### config.mk
export PLATFORM = sky130hd
export DESIGN_NAME = puf_challenge_reader
export DESIGN_NICKNAME = d
export VERILOG_FILES = /design/src/rtl/puf_pkg.sv /design/src/rtl/puf_lfsr10.sv /design/src/rtl/puf_challenge_reader.sv
export SDC_FILE = /design/constraint.sdc
export NUM_CORES = 1
export LEC_CHECK = 0
export CAP_MARGIN = 20
export CORE_MARGIN = 10
export CORE_UTILIZATION = 52
export CTS_CLUSTER_DIAMETER = 40
export CTS_CLUSTER_SIZE = 10
export DETAILED_ROUTE_END_ITERATION = 6
export PLACE_DENSITY = 0.86
export SYNTH_ARGS = -nofsm -noshare
export SYNTH_HDL_FRONTEND = slang
export SYNTH_SLANG_ARGS = --single-unit
export TNS_END_PERCENT = 100
### constraint.sdc
create_clock -name clk -period 4.35 [get_ports clk]
set_input_delay 0.6525 -clock clk [delete_from_list [all_inputs] [get_ports clk]]
set_output_delay 0.6525 -clock clk [all_outputs]
set_load 0.01 [all_outputs]
### src/rtl/puf_pkg.sv
// puf_pkg: shared types and constants for the ring-oscillator PUF challenge reader.
//   state_t        FSM state encoding (also exposed on the debug port fsm_state)
//   SEL_W / LFSR_W select and LFSR widths
//   LFSR_TAP_*     feedback taps of x^10 + x^7 + 1
//   ZERO_SEED_SUB  substitute for an all-zero seed, which would lock the LFSR
//   lfsr_step      one left shift of the Fibonacci LFSR
package puf_pkg;

    localparam int SEL_W      = 5;
    localparam int LFSR_W     = 10;
    localparam int LFSR_TAP_HI = 9;
    localparam int LFSR_TAP_LO = 6;
    localparam logic [LFSR_W-1:0] ZERO_SEED_SUB = 10'h001;

    typedef enum logic [2:0] {
        ST_IDLE    = 3'd0,
        ST_CLEAR   = 3'd1,
        ST_MEASURE = 3'd2,
        ST_SETTLE  = 3'd3,
        ST_COMPARE = 3'd4,
        ST_DONE    = 3'd5
    } state_t;

    function automatic logic [LFSR_W-1:0] lfsr_step(input logic [LFSR_W-1:0] v);
        return {v[LFSR_W-2:0], v[LFSR_TAP_HI] ^ v[LFSR_TAP_LO]};
    endfunction

endpackage

### src/rtl/puf_lfsr10.sv
// puf_lfsr10: 10-bit challenge LFSR with registered oscillator selects.
//   clk    system clock
//   rst    synchronous active-high reset (lfsr = 10'h001, selects = 0)
//   load   load seed (zero seed replaced by 10'h001)
//   step   advance LFSR one step
//   seed   seed value
//   sel_a  bank A select, lfsr[4:0]
//   sel_b  bank B select, lfsr[9:5], bit 0 flipped if it collides with sel_a
//   value  current LFSR state
// The selects are derived from the next LFSR value and registered on the same
// edge, so they change exactly when the LFSR does and hold in between.
import puf_pkg::*;

module puf_lfsr10 (
    input  logic              clk,
    input  logic              rst,
    input  logic              load,
    input  logic              step,
    input  logic [LFSR_W-1:0] seed,
    output logic [SEL_W-1:0]  sel_a,
    output logic [SEL_W-1:0]  sel_b,
    output logic [LFSR_W-1:0] value
);

    logic [LFSR_W-1:0] lfsr_d;
    logic [SEL_W-1:0]  sel_a_d;
    logic [SEL_W-1:0]  sel_b_d;

    always_comb begin
        lfsr_d = value;
        if (load) begin
            lfsr_d = (seed == '0) ? ZERO_SEED_SUB : seed;
        end else if (step) begin
            lfsr_d = lfsr_step(value);
        end
        sel_a_d = lfsr_d[SEL_W-1:0];
        sel_b_d = lfsr_d[LFSR_W-1:SEL_W];
        // Both banks on the same oscillator index would measure nothing useful.
        if (sel_b_d == sel_a_d) begin
            sel_b_d = sel_b_d ^ 5'd1;
        end
    end

    always_ff @(posedge clk) begin
        if (rst) begin
            value <= ZERO_SEED_SUB;
            sel_a <= '0;
            sel_b <= '0;
        end else if (load || step) begin
            value <= lfsr_d;
            sel_a <= sel_a_d;
            sel_b <= sel_b_d;
        end
    end

endmodule

### src/rtl/puf_challenge_reader.sv
// puf_challenge_reader: challenge sequencer and response reader for the RO PUF.
//   clk        system clock
//   rst_n      synchronous reset, active HIGH despite the name (1 = reset)
//   start      begin a response (sampled in IDLE only)
//   seed       LFSR seed latched on start
//   busy       high from the cycle after start until DONE is left
//   sel_a/b    oscillator selects for banks A/B
//   osc_en     oscillator enable, high during MEASURE
//   cnt_clr    counter clear pulse, high during CLEAR
//   cnt_a/b    bank counts, stable in SETTLE/COMPARE
//   resp       response word, first challenge bit in the MSB
//   resp_valid/resp_ready  handshake: the word transfers on a cycle where both
//              are high; resp_valid stays high and resp stable until then
//   tie        sticky, some compare in this response saw cnt_a == cnt_b
//   fsm_state  current FSM state (debug)
// Optional macro PUF_MAJORITY_EN: each challenge is measured three times and
// the response bit is the 2-of-3 majority of cnt_a > cnt_b.
import puf_pkg::*;

module puf_challenge_reader #(
    parameter int RESP_BITS  = 16,
    parameter int WIN_CYCLES = 1024,
    parameter int CNT_W      = 16
) (
    input  logic                 clk,
    input  logic                 rst_n,
    input  logic                 start,
    input  logic [9:0]           seed,
    output logic                 busy,
    output logic [4:0]           sel_a,
    output logic [4:0]           sel_b,
    output logic                 osc_en,
    output logic                 cnt_clr,
    input  logic [CNT_W-1:0]     cnt_a,
    input  logic [CNT_W-1:0]     cnt_b,
    output logic [RESP_BITS-1:0] resp,
    output logic                 resp_valid,
    input  logic                 resp_ready,
    output logic                 tie,
    output logic [2:0]           fsm_state
);

    localparam int TW = $clog2(WIN_CYCLES + 2);
    localparam int BW = $clog2(RESP_BITS + 1);

    state_t           state;
    logic [TW-1:0]    timer;
    logic [BW-1:0]    bit_cnt;
    logic             gt;
    logic             eq;
    logic             bit_val;
    logic             last_bit;
    logic             lfsr_load;
    logic             lfsr_step_en;
    logic [RESP_BITS-1:0] resp_next;
    logic [LFSR_W-1:0]    lfsr_value;
`ifdef PUF_MAJORITY_EN
    logic [1:0]       run_cnt;
    logic [1:0]       vote;
`endif

    assign fsm_state    = state;
    assign gt           = cnt_a > cnt_b;
    assign eq           = cnt_a == cnt_b;
    assign last_bit     = bit_cnt == BW'(RESP_BITS - 1);
    assign lfsr_load    = (state == ST_IDLE) && start;
    assign lfsr_step_en = (state == ST_COMPARE) && !last_bit;

`ifdef PUF_MAJORITY_EN
    // Third run is judged live in COMPARE; the first two are already in vote.
    assign bit_val = ({1'b0, vote} + {2'b00, gt}) >= 3'd2;
`else
    assign bit_val = gt;
`endif

    always_comb begin
        resp_next    = resp << 1;
        resp_next[0] = bit_val;
    end

    puf_lfsr10 u_lfsr (
        .clk   (clk),
        .rst   (rst_n),
        .load  (lfsr_load),
        .step  (lfsr_step_en),
        .seed  (seed),
        .sel_a (sel_a),
        .sel_b (sel_b),
        .value (lfsr_value)
    );

    always_ff @(posedge clk) begin
        if (rst_n) begin
            state      <= ST_IDLE;
            timer      <= '0;
            bit_cnt    <= '0;
            busy       <= 1'b0;
            osc_en     <= 1'b0;
            cnt_clr    <= 1'b0;
            resp       <= '0;
            resp_valid <= 1'b0;
            tie        <= 1'b0;
`ifdef PUF_MAJORITY_EN
            run_cnt    <= '0;
            vote       <= '0;
`endif
        end else begin
            case (state)
                ST_IDLE: begin
                    if (start) begin
                        state   <= ST_CLEAR;
                        busy    <= 1'b1;
                        cnt_clr <= 1'b1;
                        resp    <= '0;
                        tie     <= 1'b0;
                        bit_cnt <= '0;
`ifdef PUF_MAJORITY_EN
                        run_cnt <= '0;
                        vote    <= '0;
`endif
                    end
                end
                ST_CLEAR: begin
                    cnt_clr <= 1'b0;
                    osc_en  <= 1'b1;
                    timer   <= '0;
                    state   <= ST_MEASURE;
                end
                ST_MEASURE: begin
                    if (timer == TW'(WIN_CYCLES - 1)) begin
                        osc_en <= 1'b0;
                        timer  <= '0;
                        state  <= ST_SETTLE;
                    end else begin
                        timer <= timer + 1'b1;
                    end
                end
                ST_SETTLE: begin
                    if (timer == TW'(1)) begin
`ifdef PUF_MAJORITY_EN
                        if (run_cnt == 2'd2) begin
                            state <= ST_COMPARE;
                        end else begin
                            // Record this run and re-measure the same pair.
                            run_cnt <= run_cnt + 1'b1;
                            vote    <= vote + {1'b0, gt};
                            tie     <= tie | eq;
                            cnt_clr <= 1'b1;
                            state   <= ST_CLEAR;
                        end
`else
                        state <= ST_COMPARE;
`endif
                    end else begin
                        timer <= timer + 1'b1;
                    end
                end
                ST_COMPARE: begin
                    resp <= resp_next;
                    tie  <= tie | eq;
                    if (last_bit) begin
                        resp_valid <= 1'b1;
                        state      <= ST_DONE;
                    end else begin
                        bit_cnt <= bit_cnt + 1'b1;
                        cnt_clr <= 1'b1;
                        state   <= ST_CLEAR;
`ifdef PUF_MAJORITY_EN
                        run_cnt <= '0;
                        vote    <= '0;
`endif
                    end
                end
                ST_DONE: begin
                    if (resp_ready) begin
                        resp_valid <= 1'b0;
                        busy       <= 1'b0;
                        state      <= ST_IDLE;
                    end
                end
                default: state <= ST_IDLE;
            endcase
        end
    end

    // The LFSR state itself is only consumed through the selects.
    logic unused_ok;
    assign unused_ok = ^lfsr_value;

endmodule

# Yosys cells after proc, flatten, opt, wreduce, memory -nomap -nowiden
# Index checks and enable logic that the tools add are counted.
dict set report classes {
  n_bitwise 3
  n_addsub 2
  muxes 29
  order_cmp 1
  n_reduce_logical 20
  n_eq_ne 17
}
# operator count
set ops {}
lappend ops {{$pmux 11 s3} 1}
lappend ops {{$pmux 16 s2} 1}
lappend ops {{$mux 10} 3}
lappend ops {{$mux 11} 2}
lappend ops {{$pmux 3 s6} 1}
lappend ops {{$eq 16x16->1} 1}
lappend ops {{$gt 16x16->1} 1}
lappend ops {{$mux 16} 1}
lappend ops {{$mux 3} 5}
lappend ops {{$ne 2x2->1 const B} 7}
lappend ops {{$reduce_and 3->1} 4}
lappend ops {{$add 11x1->11 const B} 1}
lappend ops {{$eq 11x1->1 const B} 1}
lappend ops {{$eq 11x10->1 const B} 1}
lappend ops {{$logic_not 10->1} 1}
lappend ops {{$mux 5} 2}
lappend ops {{$pmux 5 s2} 1}
lappend ops {{$pmux 1 s2} 4}
lappend ops {{$reduce_bool 2->1} 4}
lappend ops {{$mux 1} 7}
lappend ops {{$eq 3x2->1 const B} 2}
lappend ops {{$eq 3x3->1 const B} 2}
lappend ops {{$reduce_and 2->1} 3}
lappend ops {{$reduce_bool 3->1} 2}
lappend ops {{other kinds (13)} 14}
dict set report totals {
  word_cells 84
  reg_bits 60
}

# Longest topological paths before layout
# Gate-level depths: netlist of the first run.
dict set report logic_depth {
  depth_word 7
  depth_mapped 11
  depth_no_buf 10
}

# Cells and area by module
# A second synthesis of the first run with hierarchy kept.
dict set report hier_totals {
  hier_cells 331
  hier_area_um2 2907.8
}
# mod cells_per_inst n_inst area_each_um2
set modules_own_cells {}
lappend modules_own_cells {puf_challenge_reader 257 1 2197.1}
lappend modules_own_cells {puf_lfsr10 74 1 710.7}

# Worst setup path after synthesis of the first run
# Ideal clock, no wire load.
dict set report synth_timing {
  path_kind {register to register}
  from {register bit_cnt[0]}
  to {register u_lfsr.sel_b[0]}
  slack_ns 1.936
  n_path_buf 1
  setup_ns 0.088
  period_less_slack_ns 2.414
  stages_incl_launch_ff 12
  arrival_time_ns 2.326
  path_cell_list {dfxtp_1 ha_1 and3_1 ha_1 or4b_4 buf_6 o22ai_1 a21oi_2 xor2_1 nor2_1 and4_1 nor4_2}
}
dict set report synth_via {
  elab_chain_len 7
  word_cells_on_any_way 9
  classes_between {eq/ne (2); mux (3); bitwise (1); reduce/logical (3)}
}
# element line_no
set synth_rtl {}
lappend synth_rtl {{start: declaration} puf_challenge_reader.sv:48} ;# logic [BW-1:0] bit_cnt;
lappend synth_rtl {{start signal: assignment} puf_challenge_reader.sv:165} ;# bit_cnt <= bit_cnt + 1'b1;
lappend synth_rtl {{$eq 5x4->1 *} puf_challenge_reader.sv:65} ;# assign last_bit = bit_cnt == BW'(RESP_BITS - 1);
lappend synth_rtl {{$logic_not 1->1 *} puf_challenge_reader.sv:67} ;# assign lfsr_step_en = (state == ST_COMPARE) && !last_bit;
lappend synth_rtl {{$logic_and 1x1->1 *} puf_challenge_reader.sv:67}
lappend synth_rtl {{$mux 10} puf_lfsr10.sv:33} ;# end else if (step) begin
lappend synth_rtl {{$mux 10} puf_lfsr10.sv:31} ;# if (load) begin
lappend synth_rtl {{$eq 5x5->1 / $not 1->1 (equally long branches)} --}
lappend synth_rtl {{$mux 1} puf_lfsr10.sv:39} ;# if (sel_b_d == sel_a_d) begin
lappend synth_rtl {{end signal: assignment} puf_lfsr10.sv:52} ;# sel_b <= sel_b_d;
lappend synth_rtl {{end: declaration} puf_lfsr10.sv:21} ;# output logic [SEL_W-1:0] sel_b,
# Mark *: on every way between the ends. The rest lies on a longest branch, timed or not.
# A chain may end at the register's enable or synchronous reset.

# Worst setup path after layout of the first run
# Ends and elaborated chain as after synthesis.

==> summary.md, run 1 <==
| Metric | Value |
|---|---|
| Run status | finished, violations left |
| Violations in the final reports | design-rule violations |
| Clock network fraction of total power | 28.8% |
| Setup clock skew after layout | 3.60 ps |
| Buffer levels on the longest clock path | 2 |
| Initial antenna violation count | 0 |
| Final slew viol count | 0 |
| Main flop type after synthesis | sky130_fd_sc_hd__dfxtp_1 |
| Achievable frequency | 380 MHz |
| Cell with the biggest individual delay on the critical path | sky130_fd_sc_hd__nor4b_2 |
| Worst-case headroom to the max-slew limit | 37.0% |
| Peak per-stage delay on the critical path | 430 ps |
| Combinational group share of total power | 26.1% |
| Endpoint class of the critical path | flop |
| FFs w/ async S/R, synth | 0% |
| Worst path setup slack after routing | 1720 ps |
| Setup total negative slack | 0 ps |
| Clk slew on worst S/H paths | 90 ps |
| Post-detailed-route count of antenna-violating nets | 0 |
| Share of the yosys chip area belonging to registers | 36.8% |
| TritonCTS clock tree | built |
| Relative contribution of sequential cells to total power | 45.2% |
| Area of the core | 5200 sq um |
| Critical Path Start | bit_cnt[0] |
| CP Cell Sequence | ha_1, and3_1, ha_1, nor4b_2, nor2_2, a21oi_1, xor2_1, nor2_1, and4_1, nor4_2 |
| Overall fraction of global-route tracks in use | 16.2% |
| Number of clock buffers inserted by TritonCTS | 5 |
| DR vias/cell | 5.57 |
| Site row count | 26 |
| Number of flip-flops and latches in the synthesized netlist | 52 |
| Clk_lat worst skew | 300 ps |
| Post-CTS setup buffers | 0 |
| Path class of the lowest-slack min-delay path | reg -> reg |
| Tightest Pin Transition | 942 ps |
| IR drop worst, VDD | 0.190 mV |
| Filler cell count | 402 |
| Starting density of the core | 54.3% |
| Power per standard cell area | 324 nW/um^2 |
| Warnings from Yosys | 0 |
| Critical hold path startpoint | bit_cnt[1] |
| Number of instances resized during post-cts repair | 0 |
| HPWL after DPL | 5.44 mm |
| Kind of launch point of the worst setup path | flop |
| Violation count after the first detailed-route iteration | 189 |
| Unrepaired setup endpoints after global routing | false |
| Chip height | 93.7 um |
| Buffer type at the clock tree root | sky130_fd_sc_hd__clkbuf_8 |
| Met2 capacity usage during global routing | 25.9% |
| Multi-input logic area | 1540 sq um |
| Data required time at the worst endpoint | 4570 ps |
| Met1 Resource Use GR | 19.1% |
| Hold-fix buffers, CTS | 0 |
| Placer's final routability congestion estimate | 0.840 |
| Startpoint of the most critical register-to-register path | bit_cnt[0] |
| Leakage | 1.41 nW |
| Count of H-tree levels built during CTS | 2 |
| Largest net degree at the start of global routing | 26 |
| Overall die area | 8790 sq um |
| Largest fanout on the critical path | 11 |
| Data arrival time at the worst-slack endpoint | 2850 ps |
| GR peak layer | met2 |
| # diodes | 0 |
| Number of setup violations in the final report | 0 |
| Top-Level Pins | 80 |
| Buffers added on ports | 79 |
| Cell count after synthesis | 335 |
| Sink Count | 52 |
| Vias after detailed routing | 2,631 |
| Post-layout nets | 467 |
| Most prevalent standard cell on the critical path | sky130_fd_sc_hd__ha_1 |
| FF+latch area | 1040 sq um |
| Met3 usage | 7.11% |
| Global-route wire length before repair | 12.0 mm |
| Final routed wirelength across all metal layers | 7.02 mm |
| Detail-routed net length per standard cell | 14.9 um |
| Commonest non-fill, non-tap cells in the layout | 79 x sky130_fd_sc_hd__clkdlybuf4s50_1, 54 x sky130_fd_sc_hd__nor2_1, 52 x sky130_fd_sc_hd__dfxtp_1, 25 x sky130_fd_sc_hd__inv_1, 20 x sky130_fd_sc_hd__ha_1 |
| Clock period minus final worst setup slack | 2630 ps |
| Number of flops mapped to enable cells by yosys | 0 |
| Hold Fails Final Rpt | 0 |
| Proportion of total power due to net switching | 28.9% |
| Syn Nets | 401 |
| Internal power contribution | 0.853 mW |
| Synth-to-layout area growth | 30.8% |
| Number of remaining DRC errors | 1 |
| Unique masters post-synth | 48 |
| Post-placement setup slack | 1570 ps |
| Net switching power figure | 0.346 mW |
| Most common cell after layout, fill and taps aside | sky130_fd_sc_hd__clkdlybuf4s50_1 |
| Part of the cycle the worst path needs | 60.5% |
| Horiz. Die Dim | 93.7 um |
| Via count of the first global-routing pass | 2,615 |
| Maximum capacitance violations | 0 |
| Total iterations of the first detailed-routing run | 7 |
| GRT overflow | 0 |
| Synthesized cell area | 2830 sq um |
| Mean post-synth cell area | 8.44 sq um |
| Layout cells sized above 1 | 7.21% |
| Setup CP Type | reg -> reg |
[cell families after synthesis]
kind of cell               Yosys count  share of synthesized area (%)
AOI/OAI and AO/OA                   69                           16.3
xor gates and xnor gates            14                           4.34
adders and majority gates           20                           8.85
buffers and inverters               49                           8.76
DFF                                 52                           36.8
muxes                                1                          0.354
and+or+nand+nor                    130                           24.6
[metal layers]
layer | vias up | wire length [um]
li1 | 1300 | -
met1 | 1179 | 2850
met2 | 140 | 3140
met3 | 12 | 873
met4 | 0 | 154
met5 | - | 0
[worst paths after layout]
check                           cells past startpoint              end  slack [ps]
worst max-delay path                               10  u_lfsr.sel_b[0]        1720
worst min register to register                      2       bit_cnt[1]         480
worst max register to register                     10  u_lfsr.sel_b[0]        1720
worst min-delay path                                2       bit_cnt[1]         480
[state kept, by name (all words and copies together), names as in the netlist]
name and count:
cnt_clr 1, tie 1, u_lfsr.sel_a 1, timer 11
busy 1, resp_valid 1, osc_en 1, fsm_state 3
resp 16, u_lfsr.value 10, bit_cnt 5, u_lfsr.sel_b 1
[power by group through the flow]
stage	combinational (mW)	sequential [mW]	clock (mW)
after floorplan	0.219	0.541	0
after global placement	0.302	0.552	0
after detailed placement	0.311	0.552	0
after CTS	0.314	0.541	0.350
after global routing	0.349	0.547	0.366
final	0.312	0.542	0.345
[final cells by class]
type                            instances  share of cell area [%]
Tap cell                               70                    2.37
Sequential cell                        52                    28.1
Clock inverter                          2                    1.05
Inverter                               26                    2.64
Multi-Input combinational cell        234                    41.6
Clock buffer                            6                    2.23
Timing Repair Buffer                   82                    22.0
[worst max-delay path, delay by kind of cell (launching register included)]
kind	cells	cell delay [ps]
xor gates and xnor gates	1	170
DFF	1	350
adders and majority gates	2	450
AOI/OAI and AO/OA	1	290
and+or+nand+nor	6	1280
[metrics by stage]
step | instance area (sq um) | util, % | hold WS (ps) | instances | total power [mW]
2_1_floorplan | 2830 | - | 437 | 335 | 0.760
5_1_grt | 3700 | 71.1 | 498 | 472 | 1.26
3_3_place_gp | 3580 | 68.8 | 447 | 464 | 0.854
3_5_place_dp | 3580 | 68.8 | 463 | 464 | 0.863
4_1_cts | 3700 | 71.1 | 476 | 472 | 1.20
6_report | 3700 | 71.1 | 480 | 472 | 1.20
[Yosys cell counts, types with 3 or more instances]
library cell	n	area [sq um]
sky130_fd_sc_hd__buf_4	8	60.1
sky130_fd_sc_hd__o22ai_1	9	56.3
sky130_fd_sc_hd__buf_6	4	45.0
sky130_fd_sc_hd__xor2_1	8	70.1
sky130_fd_sc_hd__and3_1	4	25.0
sky130_fd_sc_hd__a22oi_1	17	128
sky130_fd_sc_hd__ha_1	20	250
sky130_fd_sc_hd__nor2b_1	10	62.6
sky130_fd_sc_hd__a21oi_1	16	80.1
sky130_fd_sc_hd__inv_1	25	93.8
sky130_fd_sc_hd__nor2_1	54	203
sky130_fd_sc_hd__dfxtp_1	52	1040
sky130_fd_sc_hd__clkbuf_1	7	26.3
sky130_fd_sc_hd__buf_2	3	15.0
sky130_fd_sc_hd__xnor2_1	6	52.6
sky130_fd_sc_hd__nand4_1	9	56.3
sky130_fd_sc_hd__a211oi_1	4	30.0
sky130_fd_sc_hd__nand3_1	7	35.0
sky130_fd_sc_hd__o21ai_0	6	30.0
sky130_fd_sc_hd__a21oi_2	3	26.3
sky130_fd_sc_hd__nor3_1	12	60.1
sky130_fd_sc_hd__nor2_2	3	18.8
sky130_fd_sc_hd__nand2_1	13	48.8
Note: power is estimated with default switching activity, not from simulation.
==> run 2, diff against run 1 <==
- CORE_UTILIZATION: 52 -> 48
- PLACE_DENSITY: 0.86 -> 0.8
- clock period: 4.35 -> 2.7 ns (I/O delays scaled with it)
==> run 2 against run 1 <==
Effect of this change:
- the flow now finishes without violations
- wire length up 7.0%
- clock power up 33%
- sequential power up 62%
- worst hold slack better by 7.9 ps
- critical path type unchanged
- largest cell class unchanged
- clock-buffer cell count unchanged
- non-clock buffer count up 4
- maximum frequency up 3.7%
==> summary.md, run 2 (synthesized netlist as in run 1, its figures left out) <==
| Metric | Value |
|---|---|
| Run status | finished clean (was finished, violations left) |
| Setup clock skew after layout | 10.5 ps (was 3.60 ps) |
| Critical Path Start | bit_cnt[0] (unchanged) |
| Proportion of total power due to net switching | 31.1% (was 28.9%) |
| Largest reg by FF count | resp (unchanged) |
| Starting density of the core | 50.4% (was 54.3%) |
| Part of the cycle the worst path needs | 94.0% (was 60.5%) |
| Buffers added on ports | 79 (unchanged) |
| Post-placement setup slack | 125 ps (was 1570 ps) |
| Largest net degree at the start of global routing | 19 (was 26) |
| Achievable frequency | 394 MHz (was 380 MHz) |
| Power, Total | 1.87 mW (was 1.20 mW) |
| Number of remaining DRC errors | 0 (was 1) |
| Synth-to-layout area growth | 34.0% (was 30.8%) |
| Endpoint class of the critical path | flop (unchanged) |
| Unrepaired setup endpoints after global routing | false (unchanged) |
| Horiz. Die Dim | 96.8 um (was 93.7 um) |
| Number of instances resized during post-cts repair | 0 (unchanged) |
| Data arrival time at the worst-slack endpoint | 2770 ps (was 2850 ps) |
| Critical hold path startpoint | u_lfsr.value[5] (was bit_cnt[1]) |
| # diodes | 0 (unchanged) |
| Setup CP Type | reg -> reg (unchanged) |
| Violation count after the first detailed-route iteration | 141 (was 189) |
| Hold-fix buffers, CTS | 0 (unchanged) |
| Path class of the lowest-slack min-delay path | reg -> reg (unchanged) |
| Leakage | 1.44 nW (was 1.41 nW) |
| Startpoint of the most critical register-to-register path | bit_cnt[0] (unchanged) |
| Net switching power figure | 0.583 mW (was 0.346 mW) |
| Vias after detailed routing | 2,652 (was 2,631) |
| Layout cells sized above 1 | 10.6% (was 7.21%) |
| Clk slew on worst S/H paths | 100 ps (was 90 ps) |
| Hold Fails Final Rpt | 0 (unchanged) |
| Clock period minus final worst setup slack | 2540 ps (was 2630 ps) |
| Maximum capacitance violations | 0 (unchanged) |
| Total iterations of the first detailed-routing run | 4 (was 7) |
| Clock network fraction of total power | 24.5% (was 28.8%) |
| Largest fanout on the critical path | 6 (was 11) |
| Global-route wire length before repair | 12.3 mm (was 12.0 mm) |
| Overall die area | 9360 sq um (was 8790 sq um) |
| Internal power contribution | 1.29 mW (was 0.853 mW) |
| Post-CTS setup buffers | 0 (unchanged) |
| Combinational group share of total power | 28.7% (was 26.1%) |
| Placer's final routability congestion estimate | 0.845 (was 0.840) |
| Number of clock buffers inserted by TritonCTS | 5 (unchanged) |
| GRT overflow | 0 (unchanged) |
| Buffer levels on the longest clock path | 2 (unchanged) |
| Final slew viol count | 0 (unchanged) |
| Flip-flop count of the largest register after layout | 16 (unchanged) |
| Worst-case reg-to-reg path depth | 9 (was 10) |
| Data required time at the worst endpoint | 2930 ps (was 4570 ps) |
| Kind of launch point of the worst setup path | flop (unchanged) |
| Final routed wirelength across all metal layers | 7.51 mm (was 7.02 mm) |
| IR drop worst, VDD | 0.298 mV (was 0.190 mV) |
| Top-Level Pins | 80 (unchanged) |
| Worst-case headroom to the max-slew limit | 37.3% (was 37.0%) |
| HPWL after DPL | 5.67 mm (was 5.44 mm) |
| Commonest non-fill, non-tap cells in the layout | 79 x sky130_fd_sc_hd__clkdlybuf4s50_1, 54 x sky130_fd_sc_hd__nor2_1, 51 x sky130_fd_sc_hd__dfxtp_1, 25 x sky130_fd_sc_hd__inv_1, 19 x sky130_fd_sc_hd__ha_1 (was 79 x sky130_fd_sc_hd__clkdlybuf4s50_1, 54 x sky130_fd_sc_hd__nor2_1, 52 x sky130_fd_sc_hd__dfxtp_1, 25 x sky130_fd_sc_hd__inv_1, 20 x sky130_fd_sc_hd__ha_1) |
| DR vias/cell | 5.54 (was 5.57) |
| Setup total negative slack | 0 ps (unchanged) |
| Initial antenna violation count | 0 (unchanged) |
| Detail-routed net length per standard cell | 15.7 um (was 14.9 um) |
| Worst hold path endpoint | u_lfsr.value[5] (was bit_cnt[1]) |
| Post-detailed-route count of antenna-violating nets | 0 (unchanged) |
| Number of cells on the worst hold path | 2 (unchanged) |
| Relative contribution of sequential cells to total power | 46.9% (was 45.2%) |
| Sink Count | 52 (unchanged) |
| Buffer type at the clock tree root | sky130_fd_sc_hd__clkbuf_8 (unchanged) |
| Area of the core | 5610 sq um (was 5200 sq um) |
| Power per standard cell area | 495 nW/um^2 (was 324 nW/um^2) |
| Most common cell after layout, fill and taps aside | sky130_fd_sc_hd__clkdlybuf4s50_1 (unchanged) |
| Via count of the first global-routing pass | 2,640 (was 2,615) |
| Post-layout nets | 472 (was 467) |
| Number of setup violations in the final report | 0 (unchanged) |
| Overall fraction of global-route tracks in use | 14.8% (was 16.2%) |
| Tightest Pin Transition | 937 ps (was 942 ps) |
| Core Util, Final | 67.6% (was 71.1%) |
| Largest regs | resp (16), timer (11), u_lfsr.value (10) (unchanged) |
| Chip height | 96.8 um (was 93.7 um) |
| TritonCTS clock tree | built (unchanged) |
| Worst path setup slack after routing | 163 ps (was 1720 ps) |
| Count of H-tree levels built during CTS | 2 (unchanged) |
| Site row count | 27 (was 26) |
| Setup slack, reg-to-reg | 160 ps (was 1720 ps) |
| Endpoint of the lowest-slack register-to-register path | u_lfsr.sel_b[0] (unchanged) |
| Clk_lat worst skew | 310 ps (was 300 ps) |
[run 2: per-stage QoR]
stage | hold slack (ps) | cell area, sq um | std cells
after CTS | 477 | 3700 | 478
after global routing | 513 | 3790 | 479
final | 488 | 3790 | 479
after global placement | 453 | 3610 | 470
after floorplan | 437 | 2830 | 335
after detailed placement | 464 | 3610 | 470
[run 2: routing by layer]
layer	track usage (%)	routed length (um)	part of all wire [%]
met1	17.2	3190	42
met2	24.0	3480	46
met3	6.03	749	10
met4	4.40	93	1.2
met5	0	0	0
[run 2: cell type report]
type / instances / area, sq um
well taps: 72 / 90.1
repair buffers: 86 / 843
clock buffers: 6 / 82.6
fillers: 488 / 1820
inverters: 26 / 97.6
multi-input cells: 235 / 1620
flip-flops and latches: 52 / 1040
clock inverters: 2 / 10.0
[run 2: worst max-delay path by stage]
| stage | endpoint | slack [ps] |
|---|---|---|
| after detailed placement | u_lfsr.sel_b[0] | 120 |
| after floorplan | u_lfsr.sel_b[0] | 290 |
| final | u_lfsr.sel_b[0] | 160 |
| after global routing | u_lfsr.sel_b[0] | 10 |
| after CTS | u_lfsr.sel_b[0] | 100 |
| after global placement | resp[0] | 210 |
[run 2: power groups by stage]
stage / clock (mW) / combinational (mW) / sequential, mW
6_report: 0.459 / 0.537 / 0.879
5_1_grt: 0.499 / 0.594 / 0.888
4_1_cts: 0.470 / 0.524 / 0.872
3_5_place_dp: 0 / 0.521 / 0.890
3_3_place_gp: 0 / 0.501 / 0.887
2_1_floorplan: 0 / 0.353 / 0.872
[run 2: worst max-delay path, cell delays in order, from the launching register on]
cell and delay (ps):
sky130_fd_sc_hd__dfxtp_2 350, sky130_fd_sc_hd__ha_1 220, sky130_fd_sc_hd__and3_4 190, sky130_fd_sc_hd__ha_4 170
sky130_fd_sc_hd__or4b_4 620, sky130_fd_sc_hd__o22ai_1 280, sky130_fd_sc_hd__nor2_2 70, sky130_fd_sc_hd__xnor2_1 220
sky130_fd_sc_hd__a31oi_1 130, sky130_fd_sc_hd__nor4_2 200
==> run 3, diff against run 2 <==
- GPL_TIMING_DRIVEN: unset -> 0
==> run 3 against run 2 <==
Effect of this change:
- via count increased by 2.3%
- final cell count increased by 2.9%
- flip-flop and latch count unchanged
- critical path depth increased by 2
- critical endpoint unchanged
==> summary.md, run 3 (synthesized netlist as in run 1, its figures left out) <==
| Metric | Value |
|---|---|
| Run status | finished clean (unchanged) |
| Largest net degree at the start of global routing | 17 (was 19) |
| HPWL after DPL | 5.92 mm (was 5.67 mm) |
| Clk_lat worst skew | 310 ps (about the same) |
| Placer's final routability congestion estimate | 0.854 (was 0.845) |
| Endpoint class of the critical path | flop (unchanged) |
| Overall die area | 9360 sq um (unchanged) |
| Post-layout nets | 486 (was 472) |
| Path class of the lowest-slack min-delay path | reg -> reg (unchanged) |
| Layout cells sized above 1 | 10.5% (was 10.6%) |
| Hold-fix buffers, CTS | 0 (unchanged) |
| Data required time at the worst endpoint | 2930 ps (about the same) |
| Post-detailed-route count of antenna-violating nets | 0 (unchanged) |
| Detail-routed net length per standard cell | 15.3 um (was 15.7 um) |
| Synth-to-layout area growth | 35.3% (was 34.0%) |
| Hold Fails Final Rpt | 0 (unchanged) |
| Site row count | 27 (unchanged) |
| Commonest non-fill, non-tap cells in the layout | 78 x sky130_fd_sc_hd__clkdlybuf4s50_1, 54 x sky130_fd_sc_hd__nor2_1, 52 x sky130_fd_sc_hd__dfxtp_1, 25 x sky130_fd_sc_hd__inv_1, 19 x sky130_fd_sc_hd__ha_1 (was 79 x sky130_fd_sc_hd__clkdlybuf4s50_1, 54 x sky130_fd_sc_hd__nor2_1, 51 x sky130_fd_sc_hd__dfxtp_1, 25 x sky130_fd_sc_hd__inv_1, 19 x sky130_fd_sc_hd__ha_1) |
| Chip height | 96.8 um (unchanged) |
| Logic depth of the worst path, buffers included | 11 (was 9) |
| Top-Level Pins | 80 (unchanged) |
| Unrepaired setup endpoints after global routing | false (unchanged) |
| Part of the cycle the worst path needs | 94.6% (was 94.0%) |
| Setup total negative slack | 0 ps (unchanged) |
| Startpoint of the most critical register-to-register path | bit_cnt[0] (unchanged) |
| Number of clock buffers inserted by TritonCTS | 5 (unchanged) |
| Overall fraction of global-route tracks in use | 15.1% (was 14.8%) |
| Worst-case reg-to-reg path depth | 11 (was 9) |
| Clock period minus final worst setup slack | 2550 ps (was 2540 ps) |
| Total iterations of the first detailed-routing run | 4 (unchanged) |
| Worst-case headroom to the max-slew limit | 60.3% (was 37.3%) |
| Placed cell count | 485 (was 470) |
| Number of setup violations in the final report | 0 (unchanged) |
| Setup CP Type | reg -> reg (unchanged) |
| FF+latch area | 1040 sq um (about the same) |
| Multi-input logic area | 1550 sq um (was 1620 sq um) |
| Largest delay contributor family on the critical path | simple AND/OR/NAND/NOR gates (unchanged) |
| Peak per-stage delay on the critical path | 470 ps (was 620 ps) |
| Leakage | 1.48 nW (was 1.44 nW) |
| CP Cell Sequence | ha_1, and3_1, ha_2, nor4b_2, nor2_2, buf_6, a21oi_2, xor2_1, nor2_1, and4_1, nor4_2 (was ha_1, and3_4, ha_4, or4b_4, o22ai_1, nor2_2, xnor2_1, a31oi_1, nor4_2) |
| IR drop worst, VDD | 0.271 mV (was 0.298 mV) |
| Largest regs | resp (16), timer (11), u_lfsr.value (10) (unchanged) |
| Buffers added on ports | 78 (was 79) |
| Clk slew on worst S/H paths | 90 ps (was 100 ps) |
| Setup slack, reg-to-reg | 150 ps (was 160 ps) |
| Sink Count | 52 (unchanged) |
| Post-route non-filler standard cell count | 493 (was 479) |
| Critical Path Start | bit_cnt[0] (unchanged) |
| GRT overflow | 0 (unchanged) |
| Tightest Pin Transition | 592 ps (was 937 ps) |
| Vias after detailed routing | 2,714 (was 2,652) |
| Number of remaining DRC errors | 0 (unchanged) |
| Flip-flop count of the largest register after layout | 16 (unchanged) |
| Endpoint of the lowest-slack register-to-register path | u_lfsr.sel_b[0] (unchanged) |
| DR vias/cell | 5.51 (was 5.54) |
| Via count of the first global-routing pass | 2,644 (was 2,640) |
| Data arrival time at the worst-slack endpoint | 2780 ps (was 2770 ps) |
| Initial antenna violation count | 0 (unchanged) |
| Global-route wire length before repair | 12.3 mm (about the same) |
| Maximum capacitance violations | 0 (unchanged) |
| Cell with the biggest individual delay on the critical path | sky130_fd_sc_hd__nor4b_2 (was sky130_fd_sc_hd__or4b_4) |
| TritonCTS clock tree | built (unchanged) |
| Number of buffer and inverter instances along the worst setup path | 1 (was 0) |
| Count of H-tree levels built during CTS | 2 (unchanged) |
| Final slew viol count | 0 (unchanged) |
| Horiz. Die Dim | 96.8 um (unchanged) |
| Area of the core | 5610 sq um (unchanged) |
| Filler cell count | 491 (was 488) |
| Buffer type at the clock tree root | sky130_fd_sc_hd__clkbuf_8 (unchanged) |
| Violation count after the first detailed-route iteration | 147 (was 141) |
| Largest reg by FF count | resp (unchanged) |
| # diodes | 0 (unchanged) |
| Buffer levels on the longest clock path | 2 (unchanged) |
| Starting density of the core | 50.4% (unchanged) |
| Setup clock skew after layout | 3.28 ps (was 10.5 ps) |
| Power per standard cell area | 514 nW/um^2 (was 495 nW/um^2) |
| Achievable frequency | 392 MHz (was 394 MHz) |
| End of the critical path | u_lfsr.sel_b[0] (unchanged) |
| Final routed wirelength across all metal layers | 7.53 mm (was 7.51 mm) |
| Largest fanout on the critical path | 10 (was 6) |
| Most common cell after layout, fill and taps aside | sky130_fd_sc_hd__clkdlybuf4s50_1 (unchanged) |
| Kind of launch point of the worst setup path | flop (unchanged) |
[run 3: worst min path at each step]
stage                      end  slack (ps)  cells past startpoint             from
4_1_cts        u_lfsr.value[5]         460                      2  u_lfsr.value[5]
3_3_place_gp   u_lfsr.value[5]         440                      2  u_lfsr.value[5]
6_report       u_lfsr.value[5]         460                      2  u_lfsr.value[5]
2_1_floorplan  u_lfsr.value[5]         440                      2  u_lfsr.value[5]
3_5_place_dp   u_lfsr.value[5]         450                      2  u_lfsr.value[5]
5_1_grt        u_lfsr.value[0]         500                      1  u_lfsr.value[0]
[run 3: routing by layer]
layer  vias to the layer above  GRT usage, %  share of wire [%]
met3                         5          6.32                 10
met1                      1257          17.3                 43
met5                         -             0                  0
li1                       1343             -                  -
met2                       109          24.8                 45
met4                         0          5.07                1.2
[run 3: power breakdown]
group | switching (mW) | leakage (nW) | internal (mW) | total [mW]
clock network | 0.263 | 0.0541 | 0.275 | 0.538
registers | 0.0459 | 0.423 | 0.813 | 0.859
logic | 0.276 | 1.00 | 0.294 | 0.570
[run 3: worst reg2reg max path, delay by kind of cell (launching register included)]
family / cells / cell delay (ps)
XOR/XNOR: 1 / 160
adder cells (fa/ha/maj): 2 / 410
AND/OR/NAND/NOR: 6 / 1230
AO/OA/AOI/OAI: 1 / 170
buffers and inverters: 1 / 160
flip-flops: 1 / 350
[run 3: what timing repair did]
| item | 4_1_cts | 5_1_grt |
|---|---|---|
| buffers inserted | 0 | 0 |
| setup endpoints to repair | 0 | 1 |
| gates resized for setup | 0 | 3 |
[run 3: final cells by class]
type                    instances  share of cell area [%]
well taps                      72                    2.36
repair buffers                 78                    20.4
flip-flops and latches         52                    27.2
multi-input cells             234                    40.6
plain buffers                  23                    3.93
clock buffers                   5                    1.80
clock inverters                 3                    1.11
inverters                      26                    2.55
[run 3: through the flow]
stage / hold WS, ps / power, mW / worst slack, ps / instance area, sq um / utilization [%]
2_1_floorplan: 437 / 1.22 / 286 / 2830 / -
3_3_place_gp: 445 / 1.43 / 119 / 3700 / 66.0
3_5_place_dp: 451 / 1.44 / 88.2 / 3700 / 66.0
4_1_cts: 464 / 1.98 / 59.3 / 3810 / 67.9
5_1_grt: 496 / 2.06 / 27.1 / 3820 / 68.2
6_report: 463 / 1.97 / 147 / 3820 / 68.2
